**src/rtl/hazard_ctrl_mc.sv**
```systemverilog
// Hazard controller for the 5-stage RV32IM pipeline: load-use stalls of configurable
// depth, multi-cycle MUL/DIV wait, global memory-wait freeze and saturating perf counters.
module hazard_ctrl_mc #(
  parameter int REG_AW            = 5,
  parameter int LOAD_STALL_CYCLES = 1,
  parameter int CNT_W             = 32
) (
  input  logic              clk,
  input  logic              rst_n,
  input  logic [REG_AW-1:0] id_rs1,
  input  logic [REG_AW-1:0] id_rs2,
  input  logic [6:0]        opcode,
  input  logic [REG_AW-1:0] ex_rd,
  input  logic              ex_load_inst,
  input  logic              ex_muldiv_busy,
  input  logic              jump_branch_taken,
  input  logic              invalid_inst,
  input  logic              mem_wait,
  output logic              pc_en,
  output logic              if_id_en,
  output logic              if_id_flush,
  output logic              id_ex_en,
  output logic              id_ex_flush,
  output logic              ex_mem_en,
  output logic              ex_mem_flush,
  output logic [CNT_W-1:0]  stall_count,
  output logic [CNT_W-1:0]  flush_count
);

  localparam logic [6:0] OP_R    = 7'b0110011;
  localparam logic [6:0] OP_I    = 7'b0010011;
  localparam logic [6:0] OP_LD   = 7'b0000011;
  localparam logic [6:0] OP_JALR = 7'b1100111;
  localparam logic [6:0] OP_ST   = 7'b0100011;
  localparam logic [6:0] OP_BR   = 7'b1100011;
  localparam logic [3:0] LD_INIT = 4'(LOAD_STALL_CYCLES - 1);

  typedef enum logic [1:0] {
    RUN      = 2'd0,
    LD_STALL = 2'd1,
    MD_WAIT  = 2'd2
  } state_t;

  typedef struct packed {
    logic pc_en;
    logic if_id_en;
    logic if_id_flush;
    logic id_ex_en;
    logic id_ex_flush;
    logic ex_mem_en;
    logic ex_mem_flush;
  } ctl_t;

  state_t     state_q, state_d;
  logic [3:0] ld_cnt_q, ld_cnt_d;
  ctl_t       ctl;
  logic       flush_inc;
  logic       rs1_used, rs2_used, load_hazard, eff_run;
  logic [CNT_W-1:0] stall_q, flush_q;

  assign rs1_used = (opcode == OP_R) || (opcode == OP_I) || (opcode == OP_LD) ||
                    (opcode == OP_JALR) || (opcode == OP_ST) || (opcode == OP_BR);
  assign rs2_used = (opcode == OP_R) || (opcode == OP_ST) || (opcode == OP_BR);

  // ex_rd != 0 covers the x0 case for both operands
  assign load_hazard = ex_load_inst && (ex_rd != '0) &&
                       ((rs1_used && (id_rs1 == ex_rd)) || (rs2_used && (id_rs2 == ex_rd)));

  // MD_WAIT with the unit finished behaves like RUN for the lower-priority rules
  assign eff_run = (state_q == RUN) || ((state_q == MD_WAIT) && !ex_muldiv_busy);

  always_comb begin
    ctl.pc_en        = 1'b1;
    ctl.if_id_en     = 1'b1;
    ctl.if_id_flush  = 1'b0;
    ctl.id_ex_en     = 1'b1;
    ctl.id_ex_flush  = 1'b0;
    ctl.ex_mem_en    = 1'b1;
    ctl.ex_mem_flush = 1'b0;
    state_d   = ((state_q == MD_WAIT) && !ex_muldiv_busy) ? RUN : state_q;
    ld_cnt_d  = ld_cnt_q;
    flush_inc = 1'b0;

    if (mem_wait) begin
      ctl       = '0;
      state_d   = state_q;
    end else if (ex_muldiv_busy && (state_q != LD_STALL)) begin
      ctl.pc_en        = 1'b0;
      ctl.if_id_en     = 1'b0;
      ctl.id_ex_en     = 1'b0;
      ctl.ex_mem_flush = 1'b1;
      state_d          = MD_WAIT;
    end else if (jump_branch_taken && eff_run) begin
      ctl.if_id_flush = 1'b1;
      ctl.if_id_en    = 1'b0;
      ctl.id_ex_flush = 1'b1;
      flush_inc       = 1'b1;
    end else if ((state_q == LD_STALL) || (eff_run && load_hazard)) begin
      ctl.pc_en       = 1'b0;
      ctl.if_id_en    = 1'b0;
      ctl.id_ex_flush = 1'b1;
      if (state_q == LD_STALL) begin
        ld_cnt_d = ld_cnt_q - 4'd1;
        if (ld_cnt_q == 4'd1) state_d = RUN;
      end else if (LOAD_STALL_CYCLES > 1) begin
        ld_cnt_d = LD_INIT;
        state_d  = LD_STALL;
      end
    end else if (invalid_inst && eff_run) begin
      ctl.id_ex_flush = 1'b1;
    end
  end

  always_ff @(posedge clk or negedge rst_n) begin
    if (!rst_n) begin
      state_q  <= RUN;
      ld_cnt_q <= 4'd0;
      stall_q  <= '0;
      flush_q  <= '0;
    end else begin
      state_q  <= state_d;
      ld_cnt_q <= ld_cnt_d;
      if (!ctl.pc_en && (stall_q != '1)) stall_q <= stall_q + CNT_W'(1);
      if (flush_inc && (flush_q != '1))  flush_q <= flush_q + CNT_W'(1);
    end
  end

  // reset forces the pipeline closed with IF/ID and ID/EX flushing
  assign pc_en        = rst_n & ctl.pc_en;
  assign if_id_en     = rst_n & ctl.if_id_en;
  assign if_id_flush  = !rst_n | ctl.if_id_flush;
  assign id_ex_en     = rst_n & ctl.id_ex_en;
  assign id_ex_flush  = !rst_n | ctl.id_ex_flush;
  assign ex_mem_en    = rst_n & ctl.ex_mem_en;
  assign ex_mem_flush = rst_n & ctl.ex_mem_flush;
  assign stall_count  = stall_q;
  assign flush_count  = flush_q;

endmodule
```
**config.mk**
```make
export PLATFORM = sky130hd
export DESIGN_NAME = hazard_ctrl_mc
export DESIGN_NICKNAME = d
export VERILOG_FILES = /design/src/rtl/hazard_ctrl_mc.sv
export SDC_FILE = /design/constraint.sdc
export NUM_CORES = 1
export LEC_CHECK = 0
export BUFFER_PORTS_ARGS = -buffer_cell sky130_fd_sc_hd__buf_2
export CORE_MARGIN = 2
export CORE_UTILIZATION = 46
export DETAILED_ROUTE_END_ITERATION = 16
export GPL_TIMING_DRIVEN = 0
export PLACE_DENSITY = 0.68
export SYNTH_ARGS = -nofsm -noshare
export SYNTH_HDL_FRONTEND = slang
export SYNTH_SLANG_ARGS = --single-unit
```
**constraint.sdc**
```tcl
create_clock -name clk -period 2.44 [get_ports clk]
set_input_delay 0.244 -clock clk [delete_from_list [all_inputs] [get_ports clk]]
set_output_delay 0.244 -clock clk [all_outputs]
set_load 0.1 [all_outputs]
```
==> out/qor.yml <==
run_status:
  status: "finished clean"
die:
  start_util: 0.468
  die_w_um: 92.0
  core_um2: 7610
  die_h_um: 92.0
  design.portCount: 100
  dieArea_um2: 8460
  row_count: 32
synthesis:
  synthMuxAreaShare: 0.0105
  synth_edf_count: 0
  synth.cell_area_um2: 3560
  synth_seq_cells: 70
  synth.largest_area_cell: "dfrtp_1"
  ys_seq_area_frac: 0.492
  synth_xor_area_frac: 0.182
  synth_compound_area_frac: 0.0285
  netlist.area_leader.share: 0.492
  synth_fp_nets: 367
  ys_warn_count: 0
  synth_top_family_by_area: "simple AND/OR/NAND/NOR gates"
  synth-simple-area-share: 0.259
  synth_fa_ha_area_frac: 0.0141
  yosysMostFrequentCell: "dfrtp_1"
  netlist_instances: 334
  synth_flop_cell: "dfrtp_1"
  synth.avg_cell_area_um2: 10.7
  ys_types: 39
  synth_common_cells: "dfrtp_1, xnor2_1, nand3_1, and3_1, nand2_1"
  synthTopCellsByArea: "dfrtp_1, xnor2_1, xor2_1"
  synthArstFlopShare: 1.00
hold_path:
  hold_path.class: "input port to flop"
global_routing:
  top_usage_layer: "met2"
  grt_use_met2: 0.298
  grt_pass1_vias: 2707
  grt_usage: 0.190
  overflow: 0
  grt_max_degree: 41
  antenna_found_initial: 0
  met1_usage: 0.259
  grt_use_met3: 0.0526
  grt_pass1_wl_um: 12900
detailed_routing:
  firstDrtPassIters: 4
  vias_per_cell: 5.14
  drt_iter0_drc: 138
  wirelength_um: 7850
  remaining_drc_errors: 0
  vias: 2868
  postRouteAntennaNets: 0
  wire_per_inst_um: 14.1
sta:
  slew_violations: 0
  setup_violations: 0
  fmax_ghz: 0.427
  skew_ps: 10.1
  finalHoldViolCount: 0
  hold_slack_ps: 239
  max-slew-margin-rel: 0.531
  timing.final.crit_share: 0.959
  period_needed_ps: 2340
  worstMarginPinSlew_ps: 694
placed_design:
  place_inst: 536
  dpl_cell_area_um2: 4290
  port_buffers: 99
  gp_congestion: 0.796
  dp_hpwl_um: 5700
clock_tree:
  cts_tree: "built"
  cts_sinks: 70
  clock_latency_ps: 340
  cts_max_level: 3
  cts.clk_slew.worst_paths_ps: 70
  cts_root_buffer: "clkbuf_8"
  clk_path_buf_depth: 2
  cts_made_buffers: 9
pwr:
  power_mw: 3.72
  cellLeakagePower_nw: 2.27
  power_density_nw_per_um2: 804
  vdd_drop_max_uv: 675
worst_setup_path:
  crit_family: "simple AND/OR/NAND/NOR gates"
  cp_max_fo: 5
  crit_required_ps: 2200
  cpMaxStageDelayCell: "dfrtp_2"
  path_buf_inv: 1
  crit_arrival_ps: 2100
  startpoint_type: "flop"
  worst_setup_path_end_kind: "output port"
  worstPathCellList: "a21oi_4 > or3b_4 > nor3_1 > o21ai_1 > and4_1 > buf_6"
  critical_path_class: "flop to output port"
  slowest_delay_ps: 450
final_layout:
  syn2layout_area_growth_pct: 30.0
  num-nets-final: 484
  stdcell_count: 558
  antenna_cells: 0
  post-route-util: 0.608
  fin_area_um2: 4630
  drive_above_1_share: 0.393
job:
  maxCapViolCount: 0
-- registers in the layout, indices dropped and copies added (netlist names) --
name,count
flush_count,32
stall_count,32
state_q,2
ld_cnt_q,4
-- repair_timing --
action                                  CTS  global route
resized for setup                         4            10
pin swaps                                 0             4
hold buffers                              2             0
endpoints found under the setup margin    2            10
endpoints found under the hold margin    34             0
cloned                                    0             1
setup buffers                             0             3
-- through the flow --
step / TNS, ps / setup slack, ps
finish: 0 / 100
global route: -2.16 / -2.16
CTS: -13.9 / -13.9
detailed placement: -63.6 / -63.6
global placement: -875 / -330
floorplan: 0 / 8.21
-- cell families (layout without fill, tap and decap cells) --
family / Yosys count / count (layout)
compound gates: 14 / 14
xor+xnor: 74 / 74
fa+ha+maj: 4 / 4
buf+inv: 10 / 132
flops: 70 / 70
mux: 3 / 3
simple gates: 159 / 159
-- power by group --
group          total, mW  switching [mW]  internal (mW)  leakage, nW
logic               1.22           0.949          0.269         1.27
registers           1.43           0.140           1.29        0.887
clock network       1.08           0.446          0.632        0.116
total               3.72            1.53           2.19         2.27
-- layout by cell type, fill, tap and decap left out, drive strengths merged, types with 4 or more instances in the layout --
master,netlist,final
o21ai,4,4
xnor2,55,55
and4,13,13
dfrtp,70,70
and2,7,7
xor2,19,19
nand3,30,30
nor3,6,6
nand2,25,25
and3,26,26
buf,3,107
inv,6,6
clkbuf,1,13
ha,4,4
nand4,17,17
nor2,17,17
a21oi,4,4
-- routing by layer --
layer | routed length (um) | part of all wire | vias up
met5 | 0 | 0 | -
met4 | 55 | 0.0070 | 0
met3 | 312 | 0.040 | 4
met2 | 3720 | 0.47 | 58
met1 | 3760 | 0.48 | 1398
li1 | - | - | 1408
-- final cells by class --
class	count	area, um^2
Fill cell	664	2980
Multi-Input combinational cell	254	1820
Sequential cell	70	1810
Timing Repair Buffer	106	588
Clock buffer	11	151
Tap cell	102	128
Clock inverter	5	81.3
Buffer	4	27.5
Inverter	6	22.5
-- worst paths after layout --
check | end | slack (ps) | start | cells past startpoint
worst max-delay path | pc_en | 100 | state_q[1]$_DFFE_PN0N_ | 6
max in group asynchronous | state_q[1]$_DFFE_PN0N_ | 1800 | rst_n | 3
worst min register to register | stall_count[23]$_DFFE_PN0P_ | 470 | stall_count[23]$_DFFE_PN0P_ | 1
min in group asynchronous | stall_count[3]$_DFFE_PN0P_ | 410 | rst_n | 3
worst min-delay path | state_q[0]$_DFFE_PN0N_ | 240 | mem_wait | 2
worst max register to register | stall_count[31]$_DFFE_PN0P_ | 120 | state_q[1]$_DFFE_PN0N_ | 8
No activity file was read; power rests on OpenSTA's default activity.
